`src/rtl/gshare_predictor_pkg.sv`:
```
// gshare_predictor_pkg: counter encodings, index modes, sequencer states and
// the 2-bit saturating counter step shared by the predictor files.
package gshare_predictor_pkg;
    typedef enum logic [1:0] {SNT = 2'd0, WNT = 2'd1, WT = 2'd2, ST = 2'd3} ctr_t;
    typedef enum logic {CLEAR, RUN} state_t;
    localparam int MODE_BIMODAL = 0;
    localparam int MODE_GSHARE = 1;
    function automatic logic [1:0] ctr_next(input logic [1:0] c, input logic taken);
        return taken ? ((c == ST) ? c : c + 2'd1) : ((c == SNT) ? c : c - 2'd1);
    endfunction
endpackage

```
`src/rtl/gshare_predictor_if.sv`:
```
// gshare_predictor_if: prediction, feedback, control and statistics signals
// between the pipeline (master) and the predictor (slave).
interface gshare_predictor_if #(parameter int HIST = 8, parameter int CNT_W = 32);
    logic flush, ready, bp_oe, bp_taken, fb_we, fb_taken, stat_clr;
    logic [31:0] bp_pc, fb_pc;
    logic [HIST+1:0] bp_meta, fb_meta;
    logic [CNT_W-1:0] cnt_pred, cnt_hit;
    modport master(
        output flush, bp_pc, bp_oe, fb_pc, fb_we, fb_taken, fb_meta, stat_clr,
        input ready, bp_taken, bp_meta, cnt_pred, cnt_hit
    );
    modport slave(
        input flush, bp_pc, bp_oe, fb_pc, fb_we, fb_taken, fb_meta, stat_clr,
        output ready, bp_taken, bp_meta, cnt_pred, cnt_hit
    );
endinterface

```
`src/rtl/gshare_predictor_pht_ram.sv`:
```
// gshare_predictor_pht_ram: simple dual-port 2-bit PHT, registered read with
// enable, read-before-write on collision, no reset (cleared by the sequencer).
module gshare_predictor_pht_ram #(parameter int SCALE = 10) (
    input  logic             clk,
    input  logic             oe,
    input  logic [SCALE-1:0] raddr,
    output logic [1:0]       rdata,
    input  logic             we,
    input  logic [SCALE-1:0] waddr,
    input  logic [1:0]       wdata
);
    logic [1:0] mem [2**SCALE];
    always_ff @(posedge clk) begin
        if (oe) rdata <= mem[raddr];
        if (we) mem[waddr] <= wdata;
    end
endmodule

```
`src/rtl/gshare_predictor.sv`:
```
// gshare_predictor: bimodal/gshare direction predictor with a table-clear
// sequencer, non-speculative global history and hit statistics.
module gshare_predictor
    import gshare_predictor_pkg::*;
#(
    parameter int SCALE = 10,
    parameter int HIST  = 8,
    parameter int MODE  = 1,
    parameter int CNT_W = 32
) (
    input logic clk,
    input logic rst,
    gshare_predictor_if.slave bp
);
    state_t state;
    logic [SCALE-1:0] clr_idx, ridx, uidx, waddr;
    logic [HIST-1:0] ghr, ghr_snap;
    logic [1:0] rdata, wdata;
    logic run, accept, we, vld, unused_ok;
    // flush wins over everything else in the cycle it arrives
    assign run = state == RUN && !bp.flush;
    assign accept = run && bp.fb_we;
    assign ridx = bp.bp_pc[2+:SCALE] ^ (MODE == MODE_GSHARE ? SCALE'(ghr) : '0);
    assign uidx = bp.fb_pc[2+:SCALE] ^ (MODE == MODE_GSHARE ? SCALE'(bp.fb_meta[HIST+1:2]) : '0);
    assign we = state == CLEAR || accept;
    assign waddr = state == CLEAR ? clr_idx : uidx;
    assign wdata = state == CLEAR ? 2'(WNT) : ctr_next(bp.fb_meta[1:0], bp.fb_taken);
    assign bp.bp_taken = vld & rdata[1];
    assign bp.bp_meta = vld ? {ghr_snap, rdata} : '0;
    assign unused_ok = ^{bp.bp_pc, bp.fb_pc, bp.fb_meta};
    gshare_predictor_pht_ram #(.SCALE(SCALE)) pht_ram (
        .clk(clk), .oe(bp.bp_oe && run), .raddr(ridx), .rdata(rdata),
        .we(we), .waddr(waddr), .wdata(wdata)
    );
    always_ff @(posedge clk or posedge rst) begin
        if (rst) begin
            state <= CLEAR;
            clr_idx <= '0;
            ghr <= '0;
            bp.ready <= 1'b0;
        end else if (bp.flush) begin
            state <= CLEAR;
            clr_idx <= '0;
            ghr <= '0;
            bp.ready <= 1'b0;
        end else if (state == CLEAR) begin
            clr_idx <= clr_idx + SCALE'(1);
            if (&clr_idx) begin
                state <= RUN;
                bp.ready <= 1'b1;
            end
        end else if (bp.fb_we) begin
            ghr <= HIST'({ghr, bp.fb_taken});
        end
    end
    // vld masks the unreset RAM output until a read completes in RUN
    always_ff @(posedge clk or posedge rst) begin
        if (rst) begin
            vld <= 1'b0;
            ghr_snap <= '0;
        end else if (!run) begin
            vld <= 1'b0;
        end else if (bp.bp_oe) begin
            vld <= 1'b1;
            ghr_snap <= ghr;
        end
    end
    always_ff @(posedge clk or posedge rst) begin
        if (rst) begin
            bp.cnt_pred <= '0;
            bp.cnt_hit <= '0;
        end else if (bp.stat_clr) begin
            bp.cnt_pred <= '0;
            bp.cnt_hit <= '0;
        end else if (accept) begin
            bp.cnt_pred <= bp.cnt_pred + CNT_W'(1);
            bp.cnt_hit <= bp.cnt_hit + CNT_W'(bp.fb_taken == bp.fb_meta[1]);
        end
    end
endmodule
```
`src/flat_wrapper.sv`:
```
// flat-port wrapper written by rule: the top's interface ports become plain ports
module gshare_predictor_flat import gshare_predictor_pkg::*;
#(
    parameter int SCALE = 10,
    parameter int HIST  = 8,
    parameter int MODE  = 1,
    parameter int CNT_W = 32
)
  (clk, rst, bp_flush, bp_bp_pc, bp_bp_oe, bp_fb_pc, bp_fb_we, bp_fb_taken, bp_fb_meta, bp_stat_clr, bp_ready, bp_bp_taken, bp_bp_meta, bp_cnt_pred, bp_cnt_hit);
  gshare_predictor_if #(.HIST(HIST), .CNT_W(CNT_W)) bp_i ();
  input logic clk;
  input logic rst;
  input wire logic [$bits(bp_i.flush)-1:0] bp_flush;
  input wire logic [$bits(bp_i.bp_pc)-1:0] bp_bp_pc;
  input wire logic [$bits(bp_i.bp_oe)-1:0] bp_bp_oe;
  input wire logic [$bits(bp_i.fb_pc)-1:0] bp_fb_pc;
  input wire logic [$bits(bp_i.fb_we)-1:0] bp_fb_we;
  input wire logic [$bits(bp_i.fb_taken)-1:0] bp_fb_taken;
  input wire logic [$bits(bp_i.fb_meta)-1:0] bp_fb_meta;
  input wire logic [$bits(bp_i.stat_clr)-1:0] bp_stat_clr;
  output wire logic [$bits(bp_i.ready)-1:0] bp_ready;
  output wire logic [$bits(bp_i.bp_taken)-1:0] bp_bp_taken;
  output wire logic [$bits(bp_i.bp_meta)-1:0] bp_bp_meta;
  output wire logic [$bits(bp_i.cnt_pred)-1:0] bp_cnt_pred;
  output wire logic [$bits(bp_i.cnt_hit)-1:0] bp_cnt_hit;
  assign bp_i.flush = bp_flush;
  assign bp_i.bp_pc = bp_bp_pc;
  assign bp_i.bp_oe = bp_bp_oe;
  assign bp_i.fb_pc = bp_fb_pc;
  assign bp_i.fb_we = bp_fb_we;
  assign bp_i.fb_taken = bp_fb_taken;
  assign bp_i.fb_meta = bp_fb_meta;
  assign bp_i.stat_clr = bp_stat_clr;
  assign bp_ready = bp_i.ready;
  assign bp_bp_taken = bp_i.bp_taken;
  assign bp_bp_meta = bp_i.bp_meta;
  assign bp_cnt_pred = bp_i.cnt_pred;
  assign bp_cnt_hit = bp_i.cnt_hit;
  gshare_predictor #(.SCALE(SCALE), .HIST(HIST), .MODE(MODE), .CNT_W(CNT_W)) u_core (.clk(clk), .rst(rst), .bp(bp_i));
endmodule
```
`config.mk`:
```
export PLATFORM = sky130hd
export DESIGN_NAME = gshare_predictor_flat
export DESIGN_NICKNAME = d
export VERILOG_FILES = /design/src/rtl/gshare_predictor_pkg.sv /design/src/rtl/gshare_predictor_if.sv /design/src/rtl/gshare_predictor_pht_ram.sv /design/src/rtl/gshare_predictor.sv /design/src/flat_wrapper.sv
export SDC_FILE = /design/constraint.sdc
export NUM_CORES = 2
export LEC_CHECK = 0
export ABC_AREA = 1
export CORE_ASPECT_RATIO = 0.9
export CORE_MARGIN = 2
export CORE_UTILIZATION = 45
export CTS_CLUSTER_SIZE = 12
export DETAILED_ROUTE_END_ITERATION = 8
export MAX_ROUTING_LAYER = met4
export PLACE_DENSITY = 0.61
export SLEW_MARGIN = 15
export SYNTH_ARGS = -nofsm -noshare
export SYNTH_HDL_FRONTEND = slang
export SYNTH_SLANG_ARGS = --single-unit
```
`constraint.sdc`:
```
create_clock -name clk -period 52.4 [get_ports clk]
set_input_delay 7.86 -clock clk [delete_from_list [all_inputs] [get_ports clk]]
set_output_delay 7.86 -clock clk [all_outputs]
set_load 0.02 [all_outputs]
```
### After elaboration in Yosys (flattened, before gate mapping)

Memory sizes are Yosys's and may differ from the RTL's. A register that Yosys moved wholly into a read port is not among the register bits.
Index checks and enable logic that the tools add are counted.

* register bits after elaboration: 93
* latch bits: 0
* bits in writable memories: 2048
* bits in read-only memories: 0
* output and inout port bits: 76
* logic and storage cells: 61
* memories kept: 1

* add/sub/neg operators: 5
* $mul: 0
* div/mod/pow operators: 0
* magnitude comparators: 0
* equality and inequality tests: 4
* shift operators: 0
* muxes and demuxes: 25
* bitwise operators: 4
* reductions and logical operators: 14

Memory list
* u_core.pht_ram.mem: words 1024, bits a word 2, rd ports 1, clocked after Yosys merged registers in 1, write ports 1, RTL line gshare_predictor_pht_ram.sv:12 `logic [1:0] mem [2**SCALE];`

Operator list (count)
* $mux W32: 4
* $mux W10: 4
* $add A32 B1 Y32: 1
* $add A32 B1 Y32 const B: 1
* $mux W8: 3
* $xor A10 B8 Y10: 2
* $add A10 B1 Y10 const B: 1
* $mux W1: 10
* $reduce_and A10 Y1: 1
* $mux W2: 4
* $reduce_bool A2 Y1: 4
* $reduce_and A2 Y1: 3
* $ne A2 B2 Y1 const B: 2
* $logic_and A1 B1 Y1: 3
* $add A2 B1 Y2 const B: 1
* $eq A2 B2 Y1 const B: 1
* $logic_not A2 Y1: 1
* $sub A2 B1 Y2 const B: 1
* $and A1 B1 Y1: 1
* $eq A1 B1 Y1: 1
* $logic_not A1 Y1: 1
* $logic_or A1 B1 Y1: 1
* $not A1 Y1: 1

### Logic depth before layout (Yosys ltp)

* word-level depth: 6
* depth in mapped cells: 18
* gate-level depth less buffers: 15

### Modules after synthesis

A second synthesis with hierarchy kept.

* cells, all modules: 8762
* area total of the unflattened synthesis: 92407.4 µm²

Modules (own cells, without submodules)
* gshare_predictor_pht_ram: times used 1, cells an instance 7976, area an instance 86973.4 µm², seq. area each 61559.0 µm²
* gshare_predictor: times used 1, cells an instance 786, area an instance 5434.0 µm², seq. area each 2327.2 µm²

### Worst setup path after synthesis

Ideal clock, no wire load.

* path kind: input to register
* from: input port bp_fb_taken
* to: memory u_core.pht_ram.mem[0][0] (data pin)
* setup time: 8.130 ns
* arrival time: 47.356 ns
* data required time: 44.270 ns
* setup slack: -3.086 ns
* stages: 2
* path through: nor2_1 -> o21ai_0

* word-level cells in the longest chain between the ends: 2

Ends and longest elaborated chain
* from (decl): RTL line flat_wrapper.sv:18 `input wire logic [$bits(bp_i.fb_taken)-1:0] bp_fb_taken;`
* $mux W2: RTL line gshare_predictor_pkg.sv:9 `return taken ? ((c == ST) ? c : c + 2'd1) : ((c == SNT) ? c : c - 2'd1);`
* $mux W2: RTL line gshare_predictor.sv:27 `assign wdata = state == CLEAR ? 2'(WNT) : ctr_next(bp.fb_meta[1:0], bp.fb_taken);`
* net u_core.pht_ram.wdata[0]: RTL line gshare_predictor_pht_ram.sv:10 `input logic [1:0] wdata`
* to (decl): RTL line gshare_predictor_pht_ram.sv:12

The timed path passes the listed nets, and every way through them passes these cells.

### Worst setup path in the final report

* from: input port bp_bp_pc[2]
* to: register u_core.pht_ram.rdata[1], read port of u_core.pht_ram.mem (data pin)

* word-level cells in the longest chain between the ends: 1

Ends and longest elaborated chain
* from (decl): RTL line flat_wrapper.sv:14 `input wire logic [$bits(bp_i.bp_pc)-1:0] bp_bp_pc;`
* $xor A10 B8 Y10: RTL line gshare_predictor.sv:23 `assign ridx = bp.bp_pc[2+:SCALE] ^ (MODE == MODE_GSHARE ? SCALE'(ghr) : '0);`
* to (decl): RTL line gshare_predictor_pht_ram.sv:7 `output logic [1:0] rdata,`

No other way between the ends.
A chain may end at the register's enable or synchronous reset.

==> run summary <==
Worst Hold Class: reg -> reg
CTS tree: done
Max stage delay cell, worst path: buf_4
Setup-failing EPs final: 0
postcts setup bufs: 0
top_reg_cell synth: edfxtp_1
Max Freq: 0.0737 GHz
final WL: 267 mm
latest clock arrival within the worst-skew pair: 0.88 ns
Die H: 444 um
vias: 68,860
Final Hold Viols: 0
initial core utilization: 45.3%
Hold Crit Depth: 2
die area: 219,000 um2
CP dominant cell by count: nand3_1
area of the core: 214,000 um2
H-tree Lvls: 4
Slew Viols, Final: 0
post-synthesis async set-or-reset flop share: 4.34%
DP Area: 100,000 um2
sequence of cells on the critical path: clkdlybuf4s50_1 -> nand2_1 -> nand2_4 -> buf_4 -> buf_4 -> buf_4 -> buf_4 -> nand2_1 -> nand2_1 -> nand2_1 -> nand3_1 -> nand3_1 -> nand3_1 -> nand3_1 -> nand3_1 -> nand3_1 -> nand3_1 -> nand3_1 -> nand2_1
share of layout cells above drive strength 1: 4.67%
CP Buf/Inv Count: 5
Cell Area, Synth: 96,800 um2
GRT Resource Usage Total: 24.7%
I/O Buffers: 112
PD cells: 32.7 nW/um2
Tightest Pin Transition: 1.20 ns
P_leak: 42.3 nW
wire per inst: 20.8 um
Final ANT Viol Nets: 0
CP peak stage delay: 0.81 ns
Distinct cells, synth: 41
placed cells: 12,430
most common cell after layout, fill and taps aside: nand2_1
Final Cycle Share: 25.9%
worst hold path endpoint: u_core.ghr_snap[1]
placed wire-length estimate: 132 mm
CTS Buffer Depth: 3
max_cap viols: 0
Mean Syn Cell Area: 9.68 um2
synthesis-to-finish area growth: 10.4%
CTS buffer count: 221
hold slack final: 0.495 ns
Nets: 9,886
CP Max Fanout: 89
register area share after synthesis: 66.0%
vias per cell: 5.37
r2r setup slk: 45.68 ns
Setup Skew: 0.0306 ns
Top Family by Delay on Critical Path: buffers and inverters
critical path depth: 19
I/O pin cnt: 157
DRC: 0
drt initial violations: 7,733
crit path capture type: flop
status: finished, final reports clean
CP Data Arrival Time: 14.19 ns
post-synth top area cell: edfxtp_1
post-route minimum period: 13.56 ns
FF-to-FF path depth: 19
largest cells by area after synthesis: edfxtp_1, nand2_1, nand3_1, inv_1, nor2_1
first-pass GRT wire length: 397 mm
Synth top area share: 63.6%
Max-Slew Margin vs Limit: 20.3%
cell row count: 161
Resize count post-CTS: 0
Worst IR Drop VDD: 0.0000390 V
Clock Sink Count: 2,143
Seq cells post-synth: 2,143
most frequent cells in the layout: nand2_1, edfxtp_1, nand3_1, inv_1, nor2_1
vias in the first global route: 65,937
CTS Hold Bufs: 0
Setup CP Type: in -> reg
post-route setup TNS: 0 ns
Mapped Cells: 10,000
routability cong.: 0.821
GRT overflow: 0
clock slew at reported path FFs: 0.06 ns
die width: 493 um
final cell count without fillers: 12,822
number of synthesized flops with an enable pin: 2,050
syn nets: 10,085
Required @ worst endpoint: 53.03 ns
TritonRoute pass-1 iters: 6
hold_sp: u_core.ghr_snap[1]
reg2reg end: u_core.pht_ram.rdata[1]
CP Launch Type: input port
fin area: 107,000 um2
initial antenna violation count: 14
RSZ-0062 raised after global routing: false
worst r2r src: u_core.ghr[0]
largest net degree at the start of global routing: 211
clock root buffer: clkbuf_16
yosys warns: 0
[cells in the mapped netlist, types with 2 or more instances]
cell type,instances
nand2_1,2592
edfxtp_1,2050
nand3_1,1613
inv_1,1448
nor2_1,1106
clkbuf_1,408
buf_2,168
o211ai_1,146
o21ai_0,117
dfrtp_1,93
buf_1,76
a21oi_1,46
nor3_1,40
xnor2_1,13
nand4_1,10
nor4_1,9
o21a_1,9
a211oi_1,7
o22ai_1,7
a31oi_1,6
ha_1,4
nor3_2,4
a221oi_1,3
inv_2,3
nand3b_1,2
nor3b_1,2
nor4_2,2
o221a_2,2
xor2_1,2
[worst max-delay path by stage]
stage | startpoint | endpoint
after CTS | bp_bp_pc[2] | u_core.pht_ram.rdata[1]
after global routing | bp_bp_pc[2] | u_core.pht_ram.rdata[0]
final | bp_bp_pc[2] | u_core.pht_ram.rdata[1]
after global placement | bp_bp_pc[2] | u_core.pht_ram.rdata[1]
after floorplan | bp_fb_taken | u_core.pht_ram.mem[0][0]
after detailed placement | bp_bp_pc[2] | u_core.pht_ram.rdata[1]
[per-layer routing]
metal,up-vias,global-route usage [%],share of wire [%]
met5,-,-,0
met4,0,7.47,3.0
met3,496,3.48,8.5
met2,2768,38.8,46
met1,33379,33.4,43
li1,32217,-,-
[cell families after synthesis]
| family | share of synthesized area (%) |
|---|---|
| buffers and inverters | 8.38 |
| XOR/XNOR | 0.169 |
| adder cells (fa/ha/maj) | 0.0517 |
| flip-flops | 66.0 |
| AO/OA/AOI/OAI | 2.25 |
| AND/OR/NAND/NOR | 23.2 |
[worst reg2reg max path: stages, from the launching register on]
cell and delay [ns]:
dfrtp_1 0.47, inv_1 0.25, nand2_1 0.21, nand2_4 0.69, buf_4 0.77, buf_4 0.68
buf_4 0.74, buf_4 0.84, nand2_1 0.18, nand2_1 0.11, nand2_1 0.05, nand3_1 0.11
nand3_1 0.09, nand3_1 0.15, nand3_1 0.27, nand3_1 0.23, nand3_1 0.17, nand3_1 0.15
nand3_1 0.07, nand2_1 0.28
[final cells by class]
class / count / area, um2
fillers: 19587 / 107000
flip-flops and latches: 2143 / 63900
multi-input cells: 5753 / 25200
clock buffers: 279 / 5880
inverters: 1451 / 5460
well taps: 2852 / 3570
repair buffers: 231 / 2180
clock inverters: 112 / 752
diodes: 1 / 2.50
[state kept, by name (all words and copies together), names as in the netlist]
register	count
u_core.pht_ram.mem	2048
u_core.pht_ram.rdata	2
u_core.vld	1
u_core.bp.cnt_pred	32
u_core.ghr_snap	8
u_core.bp.cnt_hit	32
u_core.ghr	8
u_core.state	1
u_core.clr_idx	10
u_core.bp.ready	1
[report_power, final]
| part | switching, mW | internal [mW] |
|---|---|---|
| Sequential | 0.000639 | 1.85 |
| Clock | 0.648 | 0.816 |
| Combinational | 0.131 | 0.0466 |
[per-stage QoR]
stage / utilization (%) / setup WS (ns) / power, mW
detailed placement: 46.9 / 38.12 / 2.06
CTS: 50.0 / 38.99 / 3.51
global route: 50.0 / 38.49 / 3.59
floorplan: - / 14.46 / 2.00
global placement: 46.9 / 38.21 / 2.06
finish: 50.0 / 38.84 / 3.49
Note: power is estimated with default switching activity, not from simulation.
